--- src/rtl/writeback_unit.sv ---
// writeback_unit: owns the single write port of the integer register file.
// ALU results win the port; load returns that lose arbitration wait in a
// small FIFO. A pending-load scoreboard lets decode stall on hazards against
// loads that have been issued but not yet written back.
// Optional feature macro: WB_LD_BYPASS_EN. When defined, a load that arrives
// with an empty FIFO and no ALU result goes straight to the output registers.
module writeback_unit #(
  parameter int DEPTH = 4
) (
  input  logic        i_clk,
  input  logic        i_rst_n,
  input  logic        i_alu_valid,
  input  logic [4:0]  i_alu_rd,
  input  logic [31:0] i_alu_data,
  input  logic        i_ld_issue,
  input  logic [4:0]  i_ld_issue_rd,
  input  logic        i_ld_valid,
  input  logic [4:0]  i_ld_rd,
  input  logic [31:0] i_ld_data,
  output logic        o_ld_ready,
  input  logic [4:0]  i_rs1,
  input  logic [4:0]  i_rs2,
  input  logic [4:0]  i_rd,
  output logic        o_hazard,
  output logic [4:0]  o_waddr,
  output logic [31:0] o_wdata,
  output logic        o_write
);

  localparam int AW = $clog2(DEPTH);
  localparam logic [AW:0]   FULL_CNT = (AW + 1)'(DEPTH);
  localparam logic [AW-1:0] PTR_ONE  = AW'(1);
  localparam logic [AW:0]   CNT_ONE  = (AW + 1)'(1);

  // Load-return FIFO storage
  logic [4:0]    fifo_rd_q   [DEPTH];
  logic [31:0]   fifo_data_q [DEPTH];
  logic [AW-1:0] wr_ptr_q, wr_ptr_d;
  logic [AW-1:0] rd_ptr_q, rd_ptr_d;
  logic [AW:0]   cnt_q, cnt_d;

  // Scoreboard: bit n set while a load to xn is outstanding; bit 0 stays clear
  logic [31:0]   pend_q, pend_d;

  // Registered write port plus a tag saying the current write came from a load
  logic          write_q, write_d;
  logic [4:0]    waddr_q, waddr_d;
  logic [31:0]   wdata_q, wdata_d;
  logic          wr_load_q, wr_load_d;

  logic          fifo_empty_s;
  logic          ld_acc_s;
  logic          alu_wr_s;
  logic          enq_s;
  logic          deq_s;
`ifdef WB_LD_BYPASS_EN
  logic          bypass_s;
`endif

  // Ready looks only at the registered count, so a same-cycle dequeue never raises it
  assign o_ld_ready   = (cnt_q < FULL_CNT);
  assign fifo_empty_s = (cnt_q == {(AW + 1){1'b0}});

  // Returns to x0 are accepted on the bus but carry nothing worth keeping
  assign ld_acc_s = i_ld_valid & o_ld_ready & (i_ld_rd != 5'd0);
  assign alu_wr_s = i_alu_valid & (i_alu_rd != 5'd0);

  // Any ALU valid (even to x0) owns the cycle and holds the FIFO head back
  assign deq_s = ~i_alu_valid & ~fifo_empty_s;

`ifdef WB_LD_BYPASS_EN
  assign bypass_s = ld_acc_s & fifo_empty_s & ~i_alu_valid;
  assign enq_s    = ld_acc_s & ~bypass_s;
`else
  assign enq_s    = ld_acc_s;
`endif

  // Hazard is combinational on the registered scoreboard; pend_q[0] is always 0
  assign o_hazard = pend_q[i_rs1] | pend_q[i_rs2] | pend_q[i_rd];

  assign o_write = write_q;
  assign o_waddr = waddr_q;
  assign o_wdata = wdata_q;

  // Write-port arbitration: ALU, then FIFO head, then (optionally) the bypassed load
  always_comb begin
    write_d   = 1'b0;
    waddr_d   = waddr_q;
    wdata_d   = wdata_q;
    wr_load_d = 1'b0;
    if (alu_wr_s) begin
      write_d   = 1'b1;
      waddr_d   = i_alu_rd;
      wdata_d   = i_alu_data;
      wr_load_d = 1'b0;
    end else if (deq_s) begin
      write_d   = 1'b1;
      waddr_d   = fifo_rd_q[rd_ptr_q];
      wdata_d   = fifo_data_q[rd_ptr_q];
      wr_load_d = 1'b1;
`ifdef WB_LD_BYPASS_EN
    end else if (bypass_s) begin
      write_d   = 1'b1;
      waddr_d   = i_ld_rd;
      wdata_d   = i_ld_data;
      wr_load_d = 1'b1;
`endif
    end else begin
      write_d   = 1'b0;
      wr_load_d = 1'b0;
    end
  end

  // FIFO pointer and occupancy next-state; pointers wrap naturally at DEPTH
  always_comb begin
    wr_ptr_d = wr_ptr_q;
    rd_ptr_d = rd_ptr_q;
    cnt_d    = cnt_q;
    if (enq_s) begin
      wr_ptr_d = wr_ptr_q + PTR_ONE;
    end else begin
      wr_ptr_d = wr_ptr_q;
    end
    if (deq_s) begin
      rd_ptr_d = rd_ptr_q + PTR_ONE;
    end else begin
      rd_ptr_d = rd_ptr_q;
    end
    case ({enq_s, deq_s})
      2'b10:   cnt_d = cnt_q + CNT_ONE;
      2'b01:   cnt_d = cnt_q - CNT_ONE;
      default: cnt_d = cnt_q;
    endcase
  end

  // Scoreboard next-state: clear after a load's write cycle, then set on issue so set wins
  always_comb begin
    pend_d = pend_q;
    if (write_q && wr_load_q) begin
      pend_d[waddr_q] = 1'b0;
    end else begin
      pend_d = pend_q;
    end
    if (i_ld_issue && (i_ld_issue_rd != 5'd0)) begin
      pend_d[i_ld_issue_rd] = 1'b1;
    end else begin
      pend_d[0] = 1'b0;
    end
    pend_d[0] = 1'b0;
  end

  // Control state: write port, pointers, count and scoreboard
  always_ff @(posedge i_clk or negedge i_rst_n) begin
    if (!i_rst_n) begin
      write_q   <= 1'b0;
      waddr_q   <= 5'd0;
      wdata_q   <= 32'd0;
      wr_load_q <= 1'b0;
      wr_ptr_q  <= {AW{1'b0}};
      rd_ptr_q  <= {AW{1'b0}};
      cnt_q     <= {(AW + 1){1'b0}};
      pend_q    <= 32'd0;
    end else begin
      write_q   <= write_d;
      waddr_q   <= waddr_d;
      wdata_q   <= wdata_d;
      wr_load_q <= wr_load_d;
      wr_ptr_q  <= wr_ptr_d;
      rd_ptr_q  <= rd_ptr_d;
      cnt_q     <= cnt_d;
      pend_q    <= pend_d;
    end
  end

  // FIFO storage: captures an accepted, non-bypassed load at the write pointer
  always_ff @(posedge i_clk or negedge i_rst_n) begin
    if (!i_rst_n) begin
      for (int i = 0; i < DEPTH; i++) begin
        fifo_rd_q[i]   <= 5'd0;
        fifo_data_q[i] <= 32'd0;
      end
    end else if (enq_s) begin
      fifo_rd_q[wr_ptr_q]   <= i_ld_rd;
      fifo_data_q[wr_ptr_q] <= i_ld_data;
    end
  end

endmodule

--- config.mk ---
export PLATFORM = sky130hd
export DESIGN_NAME = writeback_unit
export DESIGN_NICKNAME = d
export VERILOG_FILES = /design/src/rtl/writeback_unit.sv
export SDC_FILE = /design/constraint.sdc
export NUM_CORES = 1
export LEC_CHECK = 0
export CAP_MARGIN = 40
export CELL_PAD_IN_SITES_DETAIL_PLACEMENT = 0
export CELL_PAD_IN_SITES_GLOBAL_PLACEMENT = 2
export CORE_MARGIN = 2
export CORE_UTILIZATION = 43
export CTS_CLUSTER_DIAMETER = 50
export DETAILED_ROUTE_END_ITERATION = 8
export GPL_TIMING_DRIVEN = 0
export PLACE_DENSITY_LB_ADDON = 0.1
export SETUP_SLACK_MARGIN = 0.02
export SLEW_MARGIN = 30
export SYNTH_ARGS = -nofsm -noshare
export SYNTH_HDL_FRONTEND = slang
export SYNTH_SLANG_ARGS = --single-unit
--- constraint.sdc ---
create_clock -name i_clk -period 5.3 [get_ports i_clk]
set_clock_uncertainty 0.1 [all_clocks]
set_input_delay 1.06 -clock i_clk [delete_from_list [all_inputs] [get_ports i_clk]]
set_output_delay 1.06 -clock i_clk [all_outputs]
set_load 0.05 [all_outputs]
# After elaboration in Yosys (flattened, before gate mapping)
# Cells that the tools add are included.
[word_totals]
regBits = 225
latch_bits = 0
mem_bits_rw = 0
romBits = 0
inputBits = 99
wordCells = 89
memories = 0
[classes]
addsub = 4
multipliers = 0
div_mod_pow = 0
magnitude_cmp = 11
eq_ne = 2
n_shift = 0
mux = 32
bitwise_logic = 13
reduce_logical = 11
[op_table]
columns = ["cell", "n"]
rows = [
  ["32-bit two-way mux", 6],
  ["128-bit bitwise mux", 1],
  ["32-bit binary-select mux with 2-bit select", 1],
  ["32-bit demux with 2-bit select", 1],
  ["32-bit AND", 1],
  ["32-bit NOT", 1],
  ["32-bit bitwise OR", 1],
  ["31-bit two-way mux", 1],
  ["5-bit by 6-bit less-than comparator with 1-bit output (second input constant)", 5],
  ["5-bit two-way mux", 5],
  ["20-bit bitwise mux", 1],
  ["1-bit binary-select mux with 5-bit select", 3],
  ["5-bit nonzero test", 3],
  ["5-bit binary-select mux with 2-bit select", 1],
  ["1-bit demux with 5-bit select", 2],
  ["5-bit demux with 2-bit select", 1],
  ["5-bit by 1-bit greater-or-equal comparator with 1-bit output (second input constant)", 2],
  ["1-bit two-way mux", 8],
  ["3-bit greater-or-equal comparator (second input constant)", 2],
  ["2-bit NOT with 3-bit output", 2],
  ["3-bit case mux with 2 select lines", 1],
  ["1-bit logical AND", 5],
  ["2-bit by 1-bit adder with 2-bit output (second input constant)", 2],
  ["1-bit AND", 4],
  ["other kinds (10)", 13],
]

# Longest topological paths before layout
[depth]
ltp_word = 9
ltp_mapped = 10
depth_no_buf = 9

# Worst setup path before layout
# OpenSTA, ideal clock, no wires.
[synth_path]
kind = "in2out"
startpoint = "input port i_rd[0]"
endpoint = "output port o_hazard"
arrival_time_ps = 2741
t_required_ps = 4140
path_slack_ps = 1399
stages = 6
path_buffers = 1
cell_sequence = "clkbuf_1 mux4_2 mux2i_1 nor3b_1 a211oi_1 nand4_1"
[synth_between]
elab_chain_cells = 3
[synth_lines]
columns = ["item", "line_no", "source"]
rows = [
  ["start, declared", "23", "input logic [4:0] i_rd,"],
  ["1-bit binary-select mux with 5-bit select", "79", "assign o_hazard = pend_q[i_rs1] | pend_q[i_rs2] | pend_q[i_rd];"],
  ["1-bit two-way mux (implied by the code)", "79", ""],
  ["1-bit bitwise OR", "79", ""],
  ["end, declared", "24", "output logic o_hazard,"],
]
# No other way between the ends. The select of a mux whose other input is x is not followed.

# Worst setup path in the final report
[layout_path]
startpoint = "input port i_rs1[0]"
endpoint = "output port o_hazard"
[layout_between]
elab_chain_cells = 4
[layout_lines]
columns = ["item", "line_no", "source"]
rows = [
  ["start, declared", "21", "input logic [4:0] i_rs1,"],
  ["1-bit binary-select mux with 5-bit select", "79", ""],
  ["1-bit two-way mux (implied by the code)", "79", ""],
  ["1-bit bitwise OR (2 in a row)", "79", ""],
]
# No other way between the ends. The select of a mux whose other input is x is not followed.

==> out/results.tsv <==
metric	value	unit
p_leak	0.006275	uW
final_cells	1295	
first_pass_iters	5	
die_h	166.0	um
antenna_found_initial	2	
syn-cell-area	0.01129	mm2
power	8887	uW
placedCellCount	1239	
reg2reg_slack	2420	ps
grt_max_degree	92	
layout_common_cells	225 x dfrtp_1, 132 x clkdlybuf4s50_1, 120 x mux2_4	
root_buffer	clkbuf_16	
worst_pin_slew	781.1	ps
routed_wl	27950	um
crit_chain	clkdlybuf4s50_1 -> clkbuf_1 -> mux4_2 -> nand3_1 -> nand2_1 -> nor4_1 -> nand4_1 -> clkdlybuf4s50_1	
grt_pass1_vias	7946	
grt_use_total	0.2059	
start_kind	input port	
yosys_warnings	0	
setup.worst_path.class	input port to output port	
fin_crit_sh	0.9374	
clockBufferDepth	3	
gp_congestion	0.8494	
drv_slew	0	
pwr-share-seq	0.346	
syn-num-nets	874	
avgSynthCellArea	14.68	um2
relSlewSlack	0.4793	
crit_fanout	10	
fin_tns_setup	0	ps
hp-class	input port to async pin	
synth-seq-cells	225	
hold_buffers	0	
crit_top_cell	clkdlybuf4s50_1	
postLayoutCoreUtil	0.5489	
die_w	166.0	um
area_delta_synth_final	25.96	%
detail_route.iter0.violations	382	
ant_nets	0	
rows	59	
cts.clk_slew.worst_paths	50	ps
crit_required	4140	ps
final_common_cell	dfrtp_1	
fin_nets	1041	
ys_seq_area_frac	0.4987	
insertion_delay	530	ps
layout-drive-gt1-share	0.3149	
critPathLaunch	i_rs1[0]	
p_per_area	624.9	mW/mm2
pwr-share-comb	0.404	
synthFlopType	dfrtp_1	
routed-via-count	7141	
cap_violations	0	
arrival	3810	ps
port_buffers	133	
crit_buf_inv	3	
cts_resized	0	
gr-total-overflow	0	
initial_core_util	0.4358	
io_pins	139	
drc_errors	0	
fmax	201.3	MHz
period_needed	4968	ps
cts_tree	built	
final-setup-viol-count	0	
async_flop_share	1.000	
cts_setup_buffers	0	
internal-power	6020	uW
crit_family	buffers and inverters	
num-fill-cells	2120	
viasPerCell	5.514	
slowest_delay	720	ps
synth_cell_type_count	46	
holdWs	369.7	ps
multi_input_area	0.005233	mm2
hold_violations	0	
coreArea	0.02591	mm2
regArea	0.005630	mm2
critPathSlowestCell	clkdlybuf4s50_1	
worst_setup_path_end_kind	output port	
place_hpwl	19370	um
outcome	complete, no violations	
ir_drop	337.0	uV
htreeDepth	1	
postSynthCellCount	769	
cts_buffers	30	
wire_per_inst	21.58	um
grt_pass1_wl	45370	um
p_sw_frac	0.3226	
r2r_start	cnt_q[0]	
power_switching	2867	uW
cts_sinks	225	
rsz0062_at_grt	no	
die_area	0.02757	mm2
clkPwrFrac	0.250	
synth_edf_count	0	
cell usage after synthesis, types with 2 or more instances:
cell | number | area [um2]
a221o_1 | 5 | 50.05
ha_1 | 5 | 62.56
nand3_1 | 8 | 40.04
clkbuf_1 | 11 | 41.29
nor2_1 | 47 | 176.4
o21ai_0 | 65 | 325.3
nand4b_1 | 2 | 17.52
nor4b_1 | 2 | 17.52
mux2i_1 | 46 | 460.4
nand4_1 | 2 | 12.51
xor2_1 | 2 | 17.52
o22ai_1 | 2 | 12.51
inv_1 | 8 | 30.03
buf_2 | 15 | 75.07
buf_4 | 4 | 30.03
buf_12 | 12 | 240.2
or3_1 | 4 | 25.02
mux4_2 | 51 | 1149
dfrtp_1 | 225 | 5630
mux2_2 | 37 | 416.7
mux2_4 | 120 | 1802
nand2_8 | 4 | 80.08
nor2b_1 | 2 | 12.51
nand2_1 | 16 | 60.06
or3b_2 | 5 | 43.79
xnor2_1 | 4 | 35.03
nand2b_1 | 3 | 18.77
a21oi_1 | 34 | 170.2
nand3b_1 | 11 | 82.58
power by group through the flow:
stage	sequential, uW	clock, uW	combinational, uW
detailed placement	3080	0	3630
CTS	3070	2270	3640
finish	3080	2220	3590
global placement	3010	0	3530
global route	3170	2340	3860
floorplan	3270	0	2400
logic make-up (layout without fill, tap and decap cells):
logic type | after synthesis | after routing | share of synthesized area
other | 0 | 1 | 0
muxes | 254 | 254 | 0.3390
and+or+nand+nor | 110 | 110 | 0.05430
xor gates and xnor gates | 6 | 6 | 0.004654
DFF | 225 | 225 | 0.4987
buffers and inverters | 51 | 241 | 0.03790
AOI/OAI and AO/OA | 117 | 117 | 0.05818
adders and majority gates | 6 | 6 | 0.007314
layout make-up:
| cell class | count | area share |
|---|---|---|
| Clock inverter | 13 | 0.01768 |
| Buffer | 43 | 0.02798 |
| Antenna cell | 1 | 0.0001759 |
| Inverter | 8 | 0.002111 |
| Multi-Input combinational cell | 493 | 0.3679 |
| Sequential cell | 225 | 0.3959 |
| Tap cell | 335 | 0.02947 |
| Clock buffer | 42 | 0.06097 |
| Timing Repair Buffer | 135 | 0.09783 |
flip-flops by register name, summed over array words and instances (netlist names):
name / count
o_waddr: 5
o_write: 1
fifo_rd_q: 20
rd_ptr_q: 2
wr_load_q: 1
fifo_data_q: 128
cnt_q: 3
pend_q: 31
wr_ptr_q: 2
o_wdata: 32
path summary, 6_finish.rpt:
kind | end | depth (start not counted)
worst max register to register | cnt_q[2] | 9
max in group asynchronous | fifo_data_q[80] | 3
worst min-delay path | o_waddr[3] | 1
worst max-delay path | o_hazard | 8
min in group i_clk | cnt_q[0] | 1
worst min register to register | cnt_q[0] | 1
per-layer routing:
layer  share of wire  track usage  wire length, um
met3           0.052      0.04075             1462
met1            0.45       0.2890            12540
met5         0.00057            0               16
met2            0.48       0.3334            13440
met4           0.018      0.04839              490
through the flow:
stage	worst slack (ps)	cell area [um2]
final	332.0	14220
after detailed placement	347.2	13100
after floorplan	1399	11290
after CTS	346.6	14220
after global routing	179.3	14220
after global placement	-5961	13040
Power figures use the tool's default switching activity.
